**config.mk**
```make
export PLATFORM = sky130hd
export DESIGN_NAME = video_pixel_shifter
export DESIGN_NICKNAME = d
export VERILOG_FILES = /design/src/rtl/efgj03l_video_pkg.sv /design/src/rtl/video_pix_div.sv /design/src/rtl/video_pixel_shifter.sv
export SDC_FILE = /design/constraint.sdc
export NUM_CORES = 1
export LEC_CHECK = 0
export CORE_ASPECT_RATIO = 2
export CORE_MARGIN = 8
export CORE_UTILIZATION = 53
export CTS_BUF_LIST = sky130_fd_sc_hd__clkbuf_4
export DETAILED_ROUTE_END_ITERATION = 7
export PLACE_DENSITY = 0.82
export SYNTH_ARGS = -nofsm -noshare
export SYNTH_HDL_FRONTEND = slang
export SYNTH_SLANG_ARGS = --single-unit
```
**constraint.sdc**
```tcl
create_clock -name PIN_H16 -period 1.7 [get_ports PIN_H16]
set_input_delay 0.34 -clock PIN_H16 [delete_from_list [all_inputs] [get_ports PIN_H16]]
set_output_delay 0.34 -clock PIN_H16 [all_outputs]
set_load 0.02 [all_outputs]
```
**src/rtl/efgj03l_video_pkg.sv**
```systemverilog
// Shared types and constants for the EFGJ03L video pixel path.
package efgj03l_video_pkg;

  typedef logic [3:0] pal_idx_t;

  localparam int unsigned FG_MSB = 7;
  localparam int unsigned FG_LSB = 4;
  localparam int unsigned BG_MSB = 3;
  localparam int unsigned BG_LSB = 0;

  localparam int unsigned DEFAULT_PIX_DIV   = 2;
  localparam int unsigned DEFAULT_BYTE_BITS = 8;

  function automatic pal_idx_t pix_select(input logic [7:0] attr, input logic fg);
    return fg ? attr[FG_MSB:FG_LSB] : attr[BG_MSB:BG_LSB];
  endfunction

endpackage

```
**src/rtl/video_pix_div.sv**
```systemverilog
// Pixel clock divider: free-running div counter, pixel strobe and shift enable.
module video_pix_div
  import efgj03l_video_pkg::*;
#(
  parameter int unsigned PIX_DIV = DEFAULT_PIX_DIV
) (
  input  logic clk,
  input  logic rst,
  input  logic clr,
  input  logic active,
  output logic pix_strobe,
  output logic shift_en
);

  localparam int unsigned   DW       = (PIX_DIV > 1) ? $clog2(PIX_DIV) : 1;
  localparam logic [DW-1:0] DIV_LAST = DW'(PIX_DIV - 1);

  logic [DW-1:0] div;

  // Runs even when the shifter is empty so the strobe cadence never stalls.
  always_ff @(posedge clk) begin
    if (rst) begin
      div        <= '0;
      pix_strobe <= 1'b0;
    end else begin
      pix_strobe <= (div == '0);
      if (clr || div == DIV_LAST) begin
        div <= '0;
      end else begin
        div <= div + DW'(1);
      end
    end
  end

  assign shift_en = active && (div == DIV_LAST);

endmodule

```
**src/rtl/video_pixel_shifter.sv**
```systemverilog
// Double-buffered form/colour byte serialiser with border insertion and sync alignment.
module video_pixel_shifter
  import efgj03l_video_pkg::*;
#(
  parameter int unsigned PIX_DIV   = DEFAULT_PIX_DIV,
  parameter int unsigned BYTE_BITS = DEFAULT_BYTE_BITS
) (
  input  logic                 PIN_H16,
  input  logic                 RESET,
  input  logic                 FORM_LD,
  input  logic [BYTE_BITS-1:0] FORM_D,
  input  logic                 COLOR_LD,
  input  logic [7:0]           COLOR_D,
  input  logic                 BYTE_START,
  input  logic                 BLANK_IN,
  input  logic                 HSYNC_IN,
  input  logic                 VSYNC_IN,
  input  pal_idx_t             BORDER_COLOR,
  output pal_idx_t             PIX_COLOR,
  output logic                 PIX_STROBE,
  output logic                 BLANK_OUT,
  output logic                 HSYNC_OUT,
  output logic                 VSYNC_OUT,
  output logic                 UNDERRUN
);

  localparam int unsigned   CW        = $clog2(BYTE_BITS + 1);
  localparam logic [CW-1:0] BITS_FULL = CW'(BYTE_BITS);

  logic [BYTE_BITS-1:0] form_h;
  logic [7:0]           color_h;
  logic                 f_v;
  logic                 c_v;
  logic [BYTE_BITS-1:0] shift;
  logic [7:0]           attr;
  logic [CW-1:0]        bitcnt;
  logic                 active;
  logic                 shift_en;

  assign active = (bitcnt != '0);

  video_pix_div #(
    .PIX_DIV(PIX_DIV)
  ) u_pix_div (
    .clk       (PIN_H16),
    .rst       (RESET),
    .clr       (BYTE_START),
    .active    (active),
    .pix_strobe(PIX_STROBE),
    .shift_en  (shift_en)
  );

  always_ff @(posedge PIN_H16) begin
    if (RESET) begin
      form_h    <= '0;
      color_h   <= '0;
      f_v       <= 1'b0;
      c_v       <= 1'b0;
      shift     <= '0;
      attr      <= '0;
      bitcnt    <= '0;
      PIX_COLOR <= '0;
      BLANK_OUT <= 1'b1;
      HSYNC_OUT <= 1'b0;
      VSYNC_OUT <= 1'b0;
      UNDERRUN  <= 1'b0;
    end else begin
      // A load coinciding with BYTE_START refills holding and wins over the clear.
      if (FORM_LD) begin
        form_h <= FORM_D;
        f_v    <= 1'b1;
      end else if (BYTE_START) begin
        f_v <= 1'b0;
      end

      if (COLOR_LD) begin
        color_h <= COLOR_D;
        c_v     <= 1'b1;
      end else if (BYTE_START) begin
        c_v <= 1'b0;
      end

      UNDERRUN <= BYTE_START && !(f_v && c_v);

      if (BYTE_START) begin
        shift  <= form_h;
        attr   <= color_h;
        bitcnt <= BITS_FULL;
      end else if (shift_en) begin
        shift  <= shift << 1;
        bitcnt <= bitcnt - CW'(1);
      end

      PIX_COLOR <= (BLANK_IN || !active) ? BORDER_COLOR
                                         : pix_select(attr, shift[BYTE_BITS-1]);
      BLANK_OUT <= BLANK_IN;
      HSYNC_OUT <= HSYNC_IN;
      VSYNC_OUT <= VSYNC_IN;
    end
  end

endmodule

```
==> run_results.csv, run 1 <==
group,metric,value,unit
run_status,status,"finished clean",
placement,pre_cts_slack,0.1116,ns
synthesis,synth-xor-area-share,0.4639,%
cells_and_area,n_antenna_cell,0,
routing,drt-pass1-iter-count,4,
worst_setup_path,cp_num_buf_inv,1,
global_routing,overflow,0,
worst_setup_path,crit_path_end_kind,"output pin",
cells_and_area,nNetsFinal,254,
synthesis,async_flop_share,0,%
synthesis,synth_seq_cells,48,
routing,vias_per_cell,5.394,
floorplan,num_rows,30,
synthesis,synth_top_family_by_area,"compound AO/OA/AOI/OAI gates",
worst_setup_path,crit_slowest_cell,"clkdlybuf4s50_1",
sta,relSlewSlack,80.07,%
worst_setup_path,worstPathArrival,1.29,ns
synthesis,syn-num-nets,217,
worst_setup_path,crit_path_max_incr_delay,0.60,ns
synthesis,synth_edf_count,0,
synthesis,ys.flop_type,"dfxtp_1",
cts,cts_tree,"done",
global_routing,grtUsageMet2,27.77,%
power_and_ir_drop,power_density,871.0,nW/um^2
sta,rsz0062_at_grt,"no",
cells_and_area,syn_to_final_growth,25.71,%
global_routing,grt_util_all_layers,14.77,%
global_routing,met3_usage,4.487,%
sta,drv_slew,0,
global_routing,grt_pass1_wl,6.755,mm
synthesis,synth_mux_area_share,14.84,%
synthesis,yosys-top-cells-count,"dfxtp_1 (48), mux2i_1 (28), nor2_1 (28)",
cts,cts-root-buf,"clkbuf_4",
sta,tightest_slew,0.2986,ns
worst_setup_path,critPathTopFamily,"buffers and inverters",
global_routing,grtUsageMet1,13.82,%
sta,setup_viol,0,
synthesis,yosys.area.top_type,"dfxtp_1",
sta,timing.fmax,0.6147,GHz
cts,cts_sinks,48,
cts,cts_buffers,5,
cells_and_area,drive_gt1_share,10.62,%
synthesis,synth_top_area_share,50.89,%
placement,gp_congestion,0.7988,
sta,hold_violations,0,
synthesis,yosys_warnings,0,
routing,drt_iter0_drc,42,
worst_setup_path,cp_max_fo,1,
floorplan,coreArea,3416,um^2
sta,skew,0.003236,ns
routing,wl,4.100,mm
sta,fin_crit_sh,95.70,%
synthesis,synth_area,1888,um^2
floorplan,dieArea,5844,um^2
routing,ant_nets,0,
cts,clk_pin_slew,0.12,ns
synthesis,synthesis.instances,188,
routing,drc_errors,0,
min_path,hp-class,"reg2reg",
floorplan,die_x,58.21,um
synthesis,ys_types,30,
cts,cts.path.max_buffers,2,
placement,port_buffers,36,
global_routing,grt_max_degree,49,
routing,vias,1478,
cts,cts_hold_buf,0,
power_and_ir_drop,leakage,0.9480,nW
synthesis,ys_top_cells_by_area,"dfxtp_1 (51%), mux2i_1 (15%), nor2_1 (5.6%)",
worst_setup_path,start_kind,"register",
worst_setup_path,required,1.36,ns
power_and_ir_drop,ir_drop,723.8,uV
worst_setup_path,crit_chain,"clkdlybuf4s50_1",
sta,tns,0,ns
cts,cts_htree_levels,2,
synthesis,synth-simple-area-share,10.93,%
synthesis,syn_area_per_cell,10.04,um^2
global_routing,busiest_layer,"met2",
global_routing,antenna_found_initial,0,
global_routing,grt_pass1_vias,1528,
synthesis,ys_seq_area_share,50.89,%
synthesis,synth_most_common_cell,"dfxtp_1",
routing,wl_per_cell,14.96,um
worst_setup_path,critPathKind,"reg2out",
floorplan,dieHeight,100.4,um
job,maxCapViolations,0,
synthesis,synth_compound_area_share,15.51,%
floorplan,io_pins,37,
cts,insertion_delay,0.35,ns
floorplan,start_util,55.27,%
sta,fin_ws,0.07311,ns
synthesis,synthAdderAreaFrac,0.6627,%
placement,dp_hpwl,3.070,mm
sta,min_period,1.627,ns
cells_and_area,fill_cells,271,
==> area by class of cell <==
class,instances,area (um^2),area share (%)
Multi-Input combinational cell,114,803.3,33.84
Clock buffer,7,52.55,2.214
Sequential cell,48,960.9,40.48
Inverter,12,45.04,1.898
Tap cell,48,60.06,2.530
Clock inverter,1,3.754,0.1581
Timing Repair Buffer,44,447.9,18.87
==> metrics by stage <==
step	area (um^2)	cells	hold WS [ns]	power, mW	utilization [%]
floorplan	1888	188	0.4160	1.428	-
global placement	2305	265	0.4446	1.551	67.47
detailed placement	2305	265	0.4513	1.566	67.47
CTS	2361	273	0.4703	2.076	69.12
global route	2374	274	0.4986	2.166	69.49
finish	2374	274	0.4659	2.067	69.49
==> state kept, by name (all words and copies together) (netlist names) <==
name	count
VSYNC_OUT	1
UNDERRUN	1
BLANK_OUT	1
attr	8
form_h	8
HSYNC_OUT	1
PIX_COLOR	4
u_pix_div.div	1
color_h	8
u_pix_div.pix_strobe	1
bitcnt	4
c_v	1
f_v	1
shift	8
==> routing by layer <==
layer	vias up	part of all wire [%]
li1	726	-
met1	712	35
met2	32	58
met3	8	4.1
met4	0	2.4
met5	-	0
==> final timing paths <==
check | from | end | slack [ns] | cells after the start
worst max-delay path | BLANK_OUT | BLANK_OUT | 0.07 | 1
worst max register to register | bitcnt[1] | PIX_COLOR[1] | 0.10 | 6
worst min-delay path | c_v | UNDERRUN | 0.47 | 1
worst min register to register | c_v | UNDERRUN | 0.47 | 1
==> cell families (layout without fill, tap and decap cells) <==
kind of cell               count (synthesis)  in the layout
DFF                                       48             48
and+or+nand+nor                           43             43
AOI/OAI and AO/OA                         41             41
muxes                                     28             28
buffers and inverters                     26             64
adders and majority gates                  1              1
xor gates and xnor gates                   1              1
==> layout by cell type (no fill, tap or decap) <==
master | netlist | final
inv_1 | 12 | 12
or3b_4 | 0 | 1
a221oi_1 | 3 | 3
buf_4 | 0 | 6
buf_12 | 0 | 2
a211oi_1 | 2 | 2
dlymetal6s2s_1 | 0 | 1
nor3b_4 | 1 | 1
or3_1 | 4 | 4
xor2_1 | 1 | 1
nor2_1 | 28 | 28
a21oi_2 | 1 | 1
o21ai_1 | 4 | 4
dfxtp_1 | 48 | 48
a31oi_1 | 8 | 8
nand3_1 | 1 | 1
or2_2 | 1 | 1
ha_1 | 1 | 1
o211ai_1 | 2 | 2
a21oi_1 | 7 | 7
clkdlybuf4s50_1 | 0 | 35
a2111oi_2 | 1 | 1
nor2b_1 | 2 | 2
clkbuf_4 | 0 | 7
mux2i_1 | 28 | 28
a221oi_2 | 4 | 4
clkinv_1 | 0 | 1
nor3_1 | 3 | 3
nand2_1 | 1 | 1
o21ai_0 | 8 | 8
nand4_1 | 1 | 1
a21o_1 | 1 | 1
==> power by group <==
part | internal, mW | switching [mW] | total [mW] | leakage [nW]
clock | 0.192 | 0.331 | 0.522 | 0.0338
sequential | 1.19 | 0.0379 | 1.22 | 0.396
combinational | 0.171 | 0.150 | 0.321 | 0.518
total | 1.55 | 0.519 | 2.07 | 0.948
==> what timing repair did <==
item	CTS	global route
setup buffers	0	1
gates resized for setup	0	2
endpoints found under the setup margin	0	4
(Power assumes the default switching activity.)
==> run 2, diff against run 1 <==
Settings changed: CORE_MARGIN 8 to unset.
==> run_results.csv, run 2 (synthesis results as in run 1) <==
group,metric,value,unit
routing,drt_iter0_drc,52,
cts,cts_sinks,48,
cts,cts_htree_levels,2,
routing,wl_per_cell,15.17,um
power_and_ir_drop,ir_drop,773.8,uV
sta,timing.fmax,0.6074,GHz
cells_and_area,final_area,2341,um^2
cts,insertion_delay,0.37,ns
min_path,whs_path_depth,1,
sta,skew,0.01518,ns
floorplan,start_util,55.89,%
cells_and_area,drive_gt1_share,10.22,%
routing,ant_nets,0,
run_status,status,"finished, violations left",
worst_setup_path,cp_num_buf_inv,1,
worst_setup_path,critPathTopFamily,"buffers and inverters",
cts,cts-root-buf,"clkbuf_4",
worst_setup_path,crit_path_max_incr_delay,0.59,ns
worst_setup_path,reg2reg_depth,6,
global_routing,grt_pass1_wl,6.430,mm
global_routing,grt_pass1_vias,1382,
worst_setup_path,crit_start,"PIX_COLOR[2]",
worst_setup_path,r2r-start,"bitcnt[0]",
cts,cts.path.max_buffers,2,
routing,wl,3.898,mm
worst_setup_path,start_kind,"register",
cells_and_area,n_antenna_cell,0,
floorplan,die_x,44.21,um
global_routing,antenna_found_initial,0,
worst_setup_path,cp_max_fo,1,
sta,hold_violations,0,
min_path,hp-start,"c_v",
sta,drv_slew,0,
cells_and_area,final_common_cell,"dfxtp_1",
sta,fin_crit_sh,96.85,%
placement,port_buffers,36,
floorplan,dieHeight,86.41,um
worst_setup_path,worstPathArrival,1.31,ns
worst_setup_path,required,1.36,ns
power_and_ir_drop,leakage,0.9418,nW
job,maxCapViolations,0,
global_routing,overflow,0,
worst_setup_path,crit_chain,"clkdlybuf4s50_1",
sta,relSlewSlack,66.61,%
routing,vias,1463,
cells_and_area,syn_to_final_growth,23.99,%
global_routing,grt_util_all_layers,22.50,%
floorplan,coreArea,3378,um^2
floorplan,dieArea,3820,um^2
worst_setup_path,r2r_end,"PIX_COLOR[3]",
worst_setup_path,reg2reg_slack,0.06,ns
placement,dpl_cell_area,2277,um^2
sta,tns,0,ns
cts,cts_tree,"done",
routing,vias_per_cell,5.693,
sta,setup_viol,0,
routing,drc_errors,1,
sta,min_period,1.646,ns
floorplan,num_rows,30,
placement,dp_hpwl,2.821,mm
cells_and_area,final_cell_mix,"dfxtp_1 (48), clkdlybuf4s50_1 (35), mux2i_1 (28), nor2_1 (28), inv_1 (12)",
cells_and_area,final_util,69.30,%
min_path,hold_end,"UNDERRUN",
global_routing,grt_max_degree,49,
min_path,hp-class,"reg2reg",
floorplan,io_pins,37,
worst_setup_path,critPathKind,"reg2out",
sta,tightest_slew,0.4993,ns
sta,rsz0062_at_grt,"no",
placement,pre_cts_slack,0.09848,ns
placement,gp_congestion,0.7605,
cts,clk_pin_slew,0.14,ns
cells_and_area,nNetsFinal,253,
sta,fin_ws,0.05360,ns
worst_setup_path,crit_path_end_kind,"output pin",
power_and_ir_drop,power_density,875.5,nW/um^2
run_status,violations,"design-rule violations",
worst_setup_path,crit_slowest_cell,"clkdlybuf4s50_1",
cts,cts_buffers,5,
routing,drt-pass1-iter-count,7,
cts,cts_hold_buf,0,
## run 2: cell types whose count changed in the layout (fill, tap and decap cells not counted)
cell,before,now
clkbuf_4,7,5
buf_4,6,5
clkinv_2,0,2
## run 2: timing repair
action,CTS,global route
resized for setup,0,2
setup buffers,0,1
setup endpoints to repair,0,6
endpoints found under the hold margin,0,0
## run 2: how the worst max path moves through the flow
stage	cells after the start	end	slack, ns
6_report	1	PIX_COLOR[2]	0.05
5_1_grt	6	shift[3]	0.006
4_1_cts	1	PIX_COLOR[0]	0.03
3_5_place_dp	6	shift[1]	0.1
3_3_place_gp	5	shift[7]	0.17
2_1_floorplan	6	shift[4]	0.28
## run 2: cell type report
cell class	count	area [um^2]
Sequential cell	48	960.9
Tap cell	32	40.04
Clock buffer	5	37.54
Timing Repair Buffer	43	440.4
Inverter	12	45.04
Clock inverter	3	13.76
Fill cell	268	1037
Multi-Input combinational cell	114	803.3
## run 2: where the power goes
group	internal, mW	total (mW)	switching [mW]
Clock	0.152	0.506	0.353
Combinational	0.170	0.320	0.150
Sequential	1.19	1.22	0.0377
## run 2: stage by stage
stage / hold slack (ns) / power [mW] / instances
2_1_floorplan: 0.4160 / 1.428 / 188
3_3_place_gp: 0.4263 / 1.548 / 248
3_5_place_dp: 0.4677 / 1.564 / 248
4_1_cts: 0.4761 / 2.063 / 256
5_1_grt: 0.4860 / 2.151 / 257
6_report: 0.4643 / 2.050 / 257
## run 2: metal layers
| layer | GRT usage [%] | vias to the layer above | share of wire (%) |
|---|---|---|---|
| li1 | - | 730 | - |
| met1 | 24.83 | 696 | 37 |
| met2 | 39.57 | 30 | 57 |
| met3 | 4.583 | 7 | 3.0 |
| met4 | 10.19 | 0 | 2.3 |
| met5 | 0 | - | 0 |
